$ cat src/rtl/lieat_pipe_pkg.sv
// Shared definitions for the lieat pipeline skid stage.
//  - state_e          : stage occupancy encoding (EMPTY/BUSY/FULL)
//  - RST_DATA_DEFAULT : payload value loaded into data registers on reset
package lieat_pipe_pkg;

  typedef enum logic [1:0] {
    StEmpty = 2'b00,
    StBusy  = 2'b01,
    StFull  = 2'b10
  } state_e;

  localparam logic [31:0] RST_DATA_DEFAULT = 32'h8000_0000;

endpackage

$ cat src/rtl/lieat_pipe_skid_stage_if.sv
// Valid/ready handshake bundle carrying one DW-wide payload.
//  valid : producer has a payload
//  ready : consumer can accept
//  data  : payload
// master = producer side, slave = consumer side.
interface lieat_pipe_skid_stage_if #(
  parameter int unsigned DW = 32
);

  logic          valid;
  logic          ready;
  logic [DW-1:0] data;

  modport master (
    output valid,
    output data,
    input  ready
  );

  modport slave (
    input  valid,
    input  data,
    output ready
  );

endinterface

$ cat src/rtl/lieat_pipe_skid_reg.sv
// DW-wide load-enabled register with synchronous active-high reset.
//  i_clock : clock
//  i_reset : synchronous reset, loads RST_DATA (wins over i_load)
//  i_load  : capture i_d on the next posedge
//  i_d     : next value
//  o_q     : registered value
module lieat_pipe_skid_reg #(
  parameter int unsigned      DW       = 32,
  parameter logic [DW-1:0]    RST_DATA = '0
) (
  input  logic          i_clock,
  input  logic          i_reset,
  input  logic          i_load,
  input  logic [DW-1:0] i_d,
  output logic [DW-1:0] o_q
);

  logic [DW-1:0] r_q;

  always_ff @(posedge i_clock) begin
    if (i_reset) begin
      r_q <= RST_DATA;
    end else if (i_load) begin
      r_q <= i_d;
    end
  end

  assign o_q = r_q;

endmodule

$ cat src/rtl/lieat_pipe_skid_stage.sv
// Registered valid/ready pipeline stage with a one-entry skid buffer.
// Upstream ready comes only from flops, so no combinational path runs from
// downstream ready back to upstream ready. Sustains one transfer per cycle.
//  i_clock     : clock, all state on posedge
//  i_reset     : synchronous active-high reset
//  i_flush     : synchronous flush, drops all held entries
//  up_if       : upstream handshake (stage is consumer)
//  dn_if       : downstream handshake (stage is producer), data = main register
//  o_stall_cnt : cycles with out_valid & ~out_ready & ~flush, saturating
// Optional feature macro: LIEAT_PIPE_STALL_CNT_EN builds the stall counter;
// without it o_stall_cnt is constant zero.
module lieat_pipe_skid_stage
  import lieat_pipe_pkg::*;
#(
  parameter int unsigned   DW       = 32,
  parameter logic [DW-1:0] RST_DATA = DW'(RST_DATA_DEFAULT),
  parameter int unsigned   CW       = 16
) (
  input  logic                   i_clock,
  input  logic                   i_reset,
  input  logic                   i_flush,
  lieat_pipe_skid_stage_if.slave  up_if,
  lieat_pipe_skid_stage_if.master dn_if,
  output logic [CW-1:0]          o_stall_cnt
);

  state_e        r_state;
  state_e        w_state_d;
  logic          r_reset_q;
  logic          w_in_ready;
  logic          w_out_valid;
  logic          w_in_fire;
  logic          w_out_fire;
  logic          w_main_load;
  logic          w_main_sel_skid;
  logic          w_skid_load;
  logic [DW-1:0] w_main_d;
  logic [DW-1:0] w_main_q;
  logic [DW-1:0] w_skid_q;

  // Delayed reset keeps in_ready low for the whole reset window while still
  // coming straight from a flop.
  always_ff @(posedge i_clock) begin
    r_reset_q <= i_reset;
  end

  assign w_in_ready  = (r_state != StFull) & ~r_reset_q;
  assign w_out_valid = (r_state != StEmpty);
  assign w_in_fire   = up_if.valid & w_in_ready;
  assign w_out_fire  = w_out_valid & dn_if.ready;

  always_ff @(posedge i_clock) begin
    if (i_reset) begin
      r_state <= StEmpty;
    end else begin
      r_state <= w_state_d;
    end
  end

  always_comb begin
    w_state_d       = r_state;
    w_main_load     = 1'b0;
    w_main_sel_skid = 1'b0;
    w_skid_load     = 1'b0;
    if (i_flush) begin
      // Handshakes in the flush cycle are discarded; data registers keep their contents.
      w_state_d = StEmpty;
    end else begin
      unique case (r_state)
        StEmpty: begin
          if (w_in_fire) begin
            w_state_d   = StBusy;
            w_main_load = 1'b1;
          end
        end
        StBusy: begin
          if (w_in_fire && w_out_fire) begin
            w_main_load = 1'b1;
          end else if (w_in_fire) begin
            w_state_d   = StFull;
            w_skid_load = 1'b1;
          end else if (w_out_fire) begin
            w_state_d = StEmpty;
          end
        end
        StFull: begin
          if (w_out_fire) begin
            w_state_d       = StBusy;
            w_main_load     = 1'b1;
            w_main_sel_skid = 1'b1;
          end
        end
        default: w_state_d = StEmpty;
      endcase
    end
  end

  assign w_main_d = w_main_sel_skid ? w_skid_q : up_if.data;

  lieat_pipe_skid_reg #(
    .DW       (DW),
    .RST_DATA (RST_DATA)
  ) u_main_reg (
    .i_clock (i_clock),
    .i_reset (i_reset),
    .i_load  (w_main_load),
    .i_d     (w_main_d),
    .o_q     (w_main_q)
  );

  lieat_pipe_skid_reg #(
    .DW       (DW),
    .RST_DATA (RST_DATA)
  ) u_skid_reg (
    .i_clock (i_clock),
    .i_reset (i_reset),
    .i_load  (w_skid_load),
    .i_d     (up_if.data),
    .o_q     (w_skid_q)
  );

  assign up_if.ready = w_in_ready;
  assign dn_if.valid = w_out_valid;
  assign dn_if.data  = w_main_q;

`ifdef LIEAT_PIPE_STALL_CNT_EN
  logic [CW-1:0] r_stall_cnt;

  always_ff @(posedge i_clock) begin
    if (i_reset) begin
      r_stall_cnt <= '0;
    end else if (w_out_valid && !dn_if.ready && !i_flush && !(&r_stall_cnt)) begin
      r_stall_cnt <= r_stall_cnt + 1'b1;
    end
  end

  assign o_stall_cnt = r_stall_cnt;
`else
  assign o_stall_cnt = {CW{1'b0}};
`endif

endmodule

$ cat src/flat_wrapper.sv
// flat-port wrapper written by rule: the top's interface ports become plain ports
module lieat_pipe_skid_stage_flat import lieat_pipe_pkg::*;
#(
  parameter int unsigned   DW       = 32,
  parameter logic [DW-1:0] RST_DATA = DW'(RST_DATA_DEFAULT),
  parameter int unsigned   CW       = 16
)
  (i_clock, i_reset, i_flush, o_stall_cnt, up_if_valid, up_if_data, up_if_ready, dn_if_valid, dn_if_data, dn_if_ready);
  lieat_pipe_skid_stage_if #(.DW(DW)) up_if_i ();
  lieat_pipe_skid_stage_if #(.DW(DW)) dn_if_i ();
  input  logic i_clock;
  input  logic i_reset;
  input  logic i_flush;
  output logic [CW-1:0] o_stall_cnt;
  input wire logic [$bits(up_if_i.valid)-1:0] up_if_valid;
  input wire logic [$bits(up_if_i.data)-1:0] up_if_data;
  output wire logic [$bits(up_if_i.ready)-1:0] up_if_ready;
  output wire logic [$bits(dn_if_i.valid)-1:0] dn_if_valid;
  output wire logic [$bits(dn_if_i.data)-1:0] dn_if_data;
  input wire logic [$bits(dn_if_i.ready)-1:0] dn_if_ready;
  assign up_if_i.valid = up_if_valid;
  assign up_if_i.data = up_if_data;
  assign up_if_ready = up_if_i.ready;
  assign dn_if_valid = dn_if_i.valid;
  assign dn_if_data = dn_if_i.data;
  assign dn_if_i.ready = dn_if_ready;
  lieat_pipe_skid_stage #(.DW(DW), .RST_DATA(RST_DATA), .CW(CW)) u_core (.i_clock(i_clock), .i_reset(i_reset), .i_flush(i_flush), .up_if(up_if_i), .dn_if(dn_if_i), .o_stall_cnt(o_stall_cnt));
endmodule
$ cat config.mk
export PLATFORM = sky130hd
export DESIGN_NAME = lieat_pipe_skid_stage_flat
export DESIGN_NICKNAME = d
export VERILOG_FILES = /design/src/rtl/lieat_pipe_pkg.sv /design/src/rtl/lieat_pipe_skid_stage_if.sv /design/src/rtl/lieat_pipe_skid_reg.sv /design/src/rtl/lieat_pipe_skid_stage.sv /design/src/flat_wrapper.sv
export SDC_FILE = /design/constraint.sdc
export NUM_CORES = 1
export LEC_CHECK = 0
export CORE_MARGIN = 3
export CORE_UTILIZATION = 40
export DETAILED_ROUTE_END_ITERATION = 10
export DONT_BUFFER_PORTS = 1
export HOLD_SLACK_MARGIN = 0.05
export SKIP_CTS_REPAIR_TIMING = 1
export SLEW_MARGIN = 0
export SYNTH_ARGS = -nofsm -noshare
export SYNTH_HDL_FRONTEND = slang
export SYNTH_SLANG_ARGS = --single-unit
$ cat constraint.sdc
create_clock -name i_clock -period 1.7 [get_ports i_clock]
set_input_delay 0.425 -clock i_clock [delete_from_list [all_inputs] [get_ports i_clock]]
set_output_delay 0.425 -clock i_clock [all_outputs]
set_load 0.03 [all_outputs]
=== Yosys cells after proc, flatten, opt, wreduce, memory -nomap -nowiden ===
Index checks and enable logic that the tools add are counted.

* Mux-type cells: 17
* Equality and inequality tests: 7
* Reduce and logical (&&, ||, !) cells: 5
* Bitwise operators: 4

{| class="wikitable"
|+ Operator list
! cell !! number
|-
| 32-bit 2-to-1 mux || 1
|-
| 2-bit 2-to-1 mux || 5
|-
| 1-bit 2-to-1 mux || 9
|-
| 2-bit case mux with 3 select lines || 1
|-
| 2-bit by 1-bit inequality test with 1-bit output (second input constant) || 2
|-
| 2-bit inequality test (second input constant) || 2
|-
| 4-bit AND reduction || 1
|-
| 1-bit AND || 3
|-
| 3-bit by 1-bit inequality test with 1-bit output (second input constant) || 1
|-
| 1-bit case mux with 3 select lines || 1
|-
| 2-bit by 1-bit == test with 1-bit output (second input constant) || 1
|-
| 2-bit == test (second input constant) || 1
|-
| 2-bit logical NOT || 1
|-
| 2-bit nonzero test || 1
|-
| 2-bit OR reduction || 1
|-
| 1-bit logical AND || 1
|-
| 1-bit inverter || 1
|}

* Register bits: 67
* Word-level logic and storage cells: 37

=== Logic depth before layout (Yosys ltp) ===
* Depth in word-level cells: 7
* Gate-level depth with buffers: 6
* Mapped depth without buffers: 3

=== Modules after synthesis ===
Synthesis repeated with hierarchy kept, for this count alone.

* Cell total of the unflattened synthesis: 281
* Area total of the unflattened synthesis: 3047.9 um^2

{| class="wikitable"
|+ Modules (own cells, without submodules)
! module !! area an instance (um^2) !! seq. area each (um^2) !! times used !! cells each
|-
| lieat_pipe_skid_reg || 1166.1 || 640.6 || 2 || 103
|-
| lieat_pipe_skid_stage || 715.7 || 60.1 || 1 || 75
|}

=== Worst setup path after synthesis ===
OpenSTA, ideal clock, no wires.

* Kind: register -> register
* From: register u_core.r_state[1]
* To: register u_core.u_skid_reg.r_q[10], in the netlist u_core.u_skid_reg.o_q[10]
* Stages on the path, launching flop included: 6
* Clock period less this slack: 1.456 ns
* Path slack: 0.244 ns
* Required time: 1.568 ns
* Buffers on the path: 2
* Data arrival time: 1.324 ns
* Path through: dfxtp_1 > buf_2 > or3b_2 > clkbuf_1 > o21ai_0 > a21oi_1

* Cells in the longest elaborated chain, start to end: 7
* Elaborated cells between the ends (all ways): 11

{| class="wikitable"
|+ RTL lines
! item !! line !! text
|-
| start, declared || lieat_pipe_skid_stage.sv:27 || <nowiki>state_e r_state;</nowiki>
|-
| start signal, assigned || lieat_pipe_skid_stage.sv:54 || <nowiki>r_state <= StEmpty;</nowiki>
|-
| start signal, assigned || lieat_pipe_skid_stage.sv:56 || <nowiki>r_state <= w_state_d;</nowiki>
|-
| 2-bit inequality test || lieat_pipe_skid_stage.sv:47 || <nowiki>assign w_in_ready = (r_state != StFull) & ~r_reset_q;</nowiki>
|-
| 1-bit AND || lieat_pipe_skid_stage.sv:47 ||
|-
| 1-bit AND || lieat_pipe_skid_stage.sv:49 || <nowiki>assign w_in_fire = up_if.valid & w_in_ready;</nowiki>
|-
| 1-bit 2-to-1 mux or 1-bit logical AND (tied branches) || lieat_pipe_skid_stage.sv:79, lieat_pipe_skid_stage.sv:77 ||
|-
| 1-bit 2-to-1 mux || lieat_pipe_skid_stage.sv:77 || <nowiki>if (w_in_fire && w_out_fire) begin</nowiki>
|-
| 1-bit 2-to-1 mux (*) || lieat_pipe_skid_stage.sv:69 || <nowiki>unique case (r_state)</nowiki>
|-
| 1-bit 2-to-1 mux (*) || lieat_pipe_skid_stage.sv:65 || <nowiki>if (i_flush) begin</nowiki>
|-
| end signal, assigned || lieat_pipe_skid_reg.sv:24 || <nowiki>r_q <= i_d;</nowiki>
|-
| end, declared || lieat_pipe_skid_reg.sv:18 || <nowiki>logic [DW-1:0] r_q;</nowiki>
|}

Mark *: on every way between the ends. The rest lies on a longest branch, timed or not.
A chain may end at the register's enable or synchronous reset.

=== Final worst setup path ===
* From: register u_core.r_state[1]
* To: output port up_if_ready

* Cells in the longest elaborated chain, start to end: 2

{| class="wikitable"
|+ RTL lines
! item !! line !! text
|-
| 2-bit inequality test || lieat_pipe_skid_stage.sv:47 ||
|-
| 1-bit AND || lieat_pipe_skid_stage.sv:47 ||
|-
| end, declared || flat_wrapper.sv:17 || <nowiki>output wire logic [$bits(up_if_i.ready)-1:0] up_if_ready;</nowiki>
|}

Every way passes these cells.

==> results_dict.tcl <==
set metrics [dict create \
    post-dp-hpwl_um 5665 \
    synth_edf_count 0 \
    max_freq_ghz 0.6050 \
    timing.final.crit_period_ns 1.653 \
    power_switching_uw 872.3 \
    p_sw_frac 0.2598 \
    pre_cts_slack_ns 0.1679 \
    max_cap_viol_count 0 \
    grt_pass1_wl_um 13970 \
    avgViaCountPerCell 6.155 \
    cts_tree "built" \
    vias 2862 \
    finalSetupViolCount 0 \
    power_leakage_uw 0.001152 \
    path_class "flip-flop to primary output" \
    worstPathArrival_ns 1.23 \
    placed_cell_area_um2 3203 \
    hold_viol 0 \
    fin_setup_tns_ns 0 \
    final_util 0.4613 \
    peakVddDrop_mv 0.4517 \
    multi_input_area_um2 1584 \
    die_x_um 95.30 \
    p_seq_frac 0.515 \
    grt-ovfl-total 0 \
    synth-main-ff-cell "dfxtp_1" \
    p_int_uw 2485 \
    synthArstFlopShare 0 \
    area_growth_pct 8.278 \
    grt_pass1_vias 2610 \
    insertedDiodeCount 0 \
    combPwrFrac 0.080 \
    finalCritPeriodShare 0.9723 \
    synth_seq_cells 67 \
    first_pass_iters 5 \
    syn_inst 373 \
    ant_nets 0 \
    maxSlewViolCount 0 \
    power_density_nw_per_um2 972.1 \
    htree_levels 3 \
    core_region_area_um2 7486 \
    regArea_um2 1346 \
    worst_slack_ns 0.04710 \
    cts.sink_count 67 \
    ys_types 31 \
    ys_seq_area_frac 0.4206 \
    rsz0062_at_grt "no" \
    fin_nets 400 \
    wl_per_cell_um 19.59 \
    drt_wl_total_um 9108 \
    port_buffers 0 \
    cp_top_family "flip-flops" \
    timing.critical_path.buf_inv 2 \
    status "finished clean" \
    worstHoldPathType "input pin to flip-flop" \
    drtIter0Drc 298 \
    clock_power_share 0.405 \
    gp_congestion 0.7857 \
    layout_commonest_cell "dfxtp_1" \
    clockRootBuffer "clkbuf_8" \
    syn_area_um2 3189 \
    die_h_um 95.30 \
    drive_above_1_share 0.1667 \
    die_area_um2 9081 \
    drc 0 \
    fin_skew_ns 0.01167 \
    cts_buffer_depth 2 \
    crit_slowest_cell "dfxtp_4" \
    rows 31 \
    cts.clk_slew.worst_paths_ns 0.07 \
    cp-start-kind "flip-flop" \
    clock_latency_ns 0.35 \
    fin_area_um2 3453 \
    worst-path-max-fanout 4 \
    antenna_found_initial 0 \
    yosysWarningCount 0 \
    io_pins 87 \
    start_util 0.4260 \
    cts_buffers 9 \
    path_cells "buf_6, nor2b_4, nor2_2, buf_4" \
    cp-end-kind "primary output" \
    grt_start_max_net_pins 68 \
    max_stage_delay_ns 0.36 \
    final_cell_mix "dfxtp_1, nand2_1, a311oi_1" \
    n_fill_cell 728 \
    worst_ep_required_time_ns 1.27 \
    synth.avg_cell_area_um2 8.550 \
    gr-usage-all-layers 0.1993 \
]
-- cells in the mapped netlist, types with 2 or more instances --
| library cell | instances | share of area |
|---|---|---|
| dfxtp_1 | 67 | 0.42 |
| nand2_1 | 62 | 0.073 |
| a311oi_1 | 56 | 0.15 |
| a21oi_1 | 32 | 0.050 |
| nand3_1 | 32 | 0.050 |
| o21ai_0 | 32 | 0.050 |
| buf_2 | 23 | 0.036 |
| clkbuf_1 | 18 | 0.021 |
| buf_4 | 16 | 0.038 |
| a311oi_2 | 7 | 0.033 |
| buf_6 | 4 | 0.014 |
| nor2_1 | 2 | 0.0024 |
| nor2b_1 | 2 | 0.0039 |
| nor3b_1 | 2 | 0.0047 |
| or3b_2 | 2 | 0.0055 |
-- layer usage --
metal / up-vias / GRT usage / routed length, um
met3: 22 / 0.07498 / 953
met5: - / 0 / 0
met2: 121 / 0.2974 / 4184
met1: 1381 / 0.2592 / 3753
li1: 1338 / - / -
met4: 0 / 0.07933 / 217
-- power groups by stage --
| stage | combinational (uW) | clock (uW) | sequential, uW |
|---|---|---|---|
| 4_1_cts | 265 | 1380 | 1730 |
| 2_1_floorplan | 268 | 0 | 1750 |
| 3_5_place_dp | 265 | 0 | 1770 |
| 6_report | 268 | 1360 | 1730 |
| 5_1_grt | 294 | 1450 | 1730 |
| 3_3_place_gp | 262 | 0 | 1770 |
-- cells by family (layout without fill, tap and decap cells) --
family	Yosys count	in the layout	share of synthesized area
compound gates	131	131	0.3001
simple gates	110	110	0.1612
flops	67	67	0.4206
buf+inv	62	40	0.1102
mux	2	2	0.006669
other cells	1	16	0.001176
-- area by class of cell --
class,instances,area share
Timing Repair Buffer,25,0.05652
Clock inverter,2,0.01014
Clock buffer,12,0.04783
Inverter,1,0.001087
Tap cell,99,0.03587
Sequential cell,67,0.3899
Multi-Input combinational cell,259,0.4587
-- path summary, 6_finish.rpt --
path | slack [ns] | startpoint | endpoint | cells after the start
worst max-delay path | 0.05 | u_core.r_state[1]$_SDFFE_PP0P_ | up_if_ready | 4
worst min-delay path | 0.12 | i_reset | u_core.r_reset_q$_DFF_P_ | 0
worst max register to register | 0.13 | u_core.r_state[1]$_SDFFE_PP0P_ | u_core.u_skid_reg.o_q[27]$_SDFFE_PP0P_ | 5
worst min register to register | 0.46 | u_core.u_skid_reg.o_q[3]$_SDFFE_PP0P_ | u_core.u_main_reg.o_q[3]$_SDFFE_PP0P_ | 2
-- stage by stage --
step | hold WS, ns | total power, uW | instances
final | 0.1172 | 3357 | 465
after global routing | 0.09347 | 3483 | 465
after CTS | 0.1022 | 3381 | 462
after detailed placement | 0.4571 | 2032 | 448
after global placement | 0.4531 | 2028 | 448
after floorplan | 0.4527 | 2019 | 388
-- flip-flops by register name, summed over array words and instances, names as in the netlist --
signal and cells:
u_core.r_reset_q 1, u_core.u_skid_reg.o_q 32, u_core.u_main_reg.o_q 32, u_core.r_state 2
Note: power is estimated with default switching activity, not from simulation.
==> edit (config.mk and constraints unchanged) <==
Re-encode `state_e` (3 states) as one-hot, 3 bits wide.
--- a/src/rtl/lieat_pipe_pkg.sv
+++ b/src/rtl/lieat_pipe_pkg.sv
@@ -3,10 +3,10 @@
 //  - RST_DATA_DEFAULT : payload value loaded into data registers on reset
 package lieat_pipe_pkg;
 
-  typedef enum logic [1:0] {
-    StEmpty = 2'b00,
-    StBusy  = 2'b01,
-    StFull  = 2'b10
+  typedef enum logic [2:0] {
+    StEmpty = 3'b001,
+    StBusy  = 3'b010,
+    StFull  = 3'b100
   } state_e;
 
   localparam logic [31:0] RST_DATA_DEFAULT = 32'h8000_0000;
Behaviour: same outputs for any inputs over 10 cycles, from zero or initial values and one cycle with i_reset high; not proved beyond that.
==> edit against the unedited design <==
Wire length fell by 23%. Sequential share of layout area rose by 0.97 points. Sequential cell count is 1 higher. Power down 2.4%. Worst setup slack lost 43 ps. Count of clock-buffer cells in the layout unchanged. Critical path depth is the same. Area after synthesis fell by 6.3%. Final area shrank 1.2%. Non-clock buffer count down 5. Critical path type unchanged.
==> edit: results <==
metrics = {
    "sta": {
        "clock_skew_ps": 5.44,
        "period_share_pct": 99.8,
        "hold_slack_ps": 111,
    },
    "worst_setup_path": {
        "setup.worst_path.start": "u_core.r_state[1]$_SDFFE_PP0P_",
        "r2r_start": "u_core.r_state[2]$_SDFFE_PP0P_",
        "slowest_delay_ps": 330,
        "worst-r2r-cell-count": 8,
        "slowest_stage": "dfxtp_1",
        "rr_endpoint": "u_core.u_main_reg.o_q[30]$_SDFFE_PP0P_",
        "crit_fanout": 5,
        "reg2reg_slack_ps": 80,
        "critPathArrivalTime_ps": 1270,
    },
    "logic_synthesis": {
        "post_synth_main_area_contributors": "dfxtp_1 46%, mux2i_1 11%, a221oi_1 9.1%",
        "synth_common_cells": "68 x dfxtp_1, 66 x nand2_1, 34 x nor2_1, 33 x a21oi_1, 32 x mux2i_1",
        "postSynthAreaPerCell_um2": 8.87,
        "ys_seq_area_share_pct": 45.5,
    },
    "placement": {
        "place_congestion": 0.724,
        "placedCellCount": 418,
        "hpwl_um": 4360,
        "post-place-ws_ps": -5.93,
        "placed_area_mm2": 0.00306,
    },
    "detailed_routing": {
        "drt-initial-drc-count": 82,
        "dr.pass1.iters": 4,
        "wirelength_um": 7000,
        "vias": 2331,
    },
    "global_route": {
        "grt_pass1_wl_um": 10700,
        "grt_pass1_vias": 2232,
        "grt_max_degree": 69,
        "track_usage_pct": 15.7,
    },
    "cells_and_area": {
        "drive_above_1_share_pct": 13.7,
        "nets": 375,
        "fill_cells": 700,
        "layout.cells.non_filler": 439,
        "antenna_cells": 0,
    },
    "hold_path": {
        "hold-path-cell-count": 0,
    },
    "power": {
        "vdd_drop_max_mv": 0.405,
        "power.leakage_nw": 1.12,
    },
    "outcome": {
        "status": "finished clean",
    },
}
-- edit: per-layer routing --
layer  vias to the layer above  routed length, um  GRT usage, %
li1                       1149                  -             -
met2                        79               3270          23.9
met3                         2                725          8.77
met5                         -                  0             0
met1                      1101               2980          18.7
met4                         0                 23          4.83
-- edit: final cells by class --
type                            instances  area, um2  share of cell area, %
Clock buffer                           12        155                   4.55
Tap cell                               96        120                   3.52
Timing Repair Buffer                   20        275                   8.06
Clock inverter                          4       47.5                   1.39
Inverter                                1       3.75                  0.110
Multi-Input combinational cell        238       1450                   42.4
Sequential cell                        68       1360                   40.0
-- edit: cells by family (layout without fill, tap and decap cells) --
family | Yosys count | in the layout | share of synthesized area, %
DFF | 68 | 68 | 45.5
and+or+nand+nor | 117 | 117 | 17.6
muxes | 32 | 32 | 10.7
buffers and inverters | 46 | 37 | 9.50
xor gates and xnor gates | 1 | 1 | 0.293
AOI/OAI and AO/OA | 72 | 72 | 16.2
other | 1 | 16 | 0.125
-- edit: metrics by stage --
stage                     TNS [ps]  total power, W
after floorplan               -289         0.00197
after global placement           0         0.00195
after detailed placement     -5.93         0.00196
after CTS                     -259         0.00332
after global routing         -88.4         0.00341
final                            0         0.00328
-- edit: critical path: cells and delay by family (launching register included) --
kind / cells / cell delay, ps
buffers and inverters: 2 / 340
flip-flops: 1 / 330
AND/OR/NAND/NOR: 2 / 270
-- edit: power by group --
group | internal, W | total [W] | switching (W)
sequential | 0.00163 | 0.00174 | 0.000107
clock | 0.000753 | 0.00135 | 0.000601
combinational | 0.0000666 | 0.000180 | 0.000113
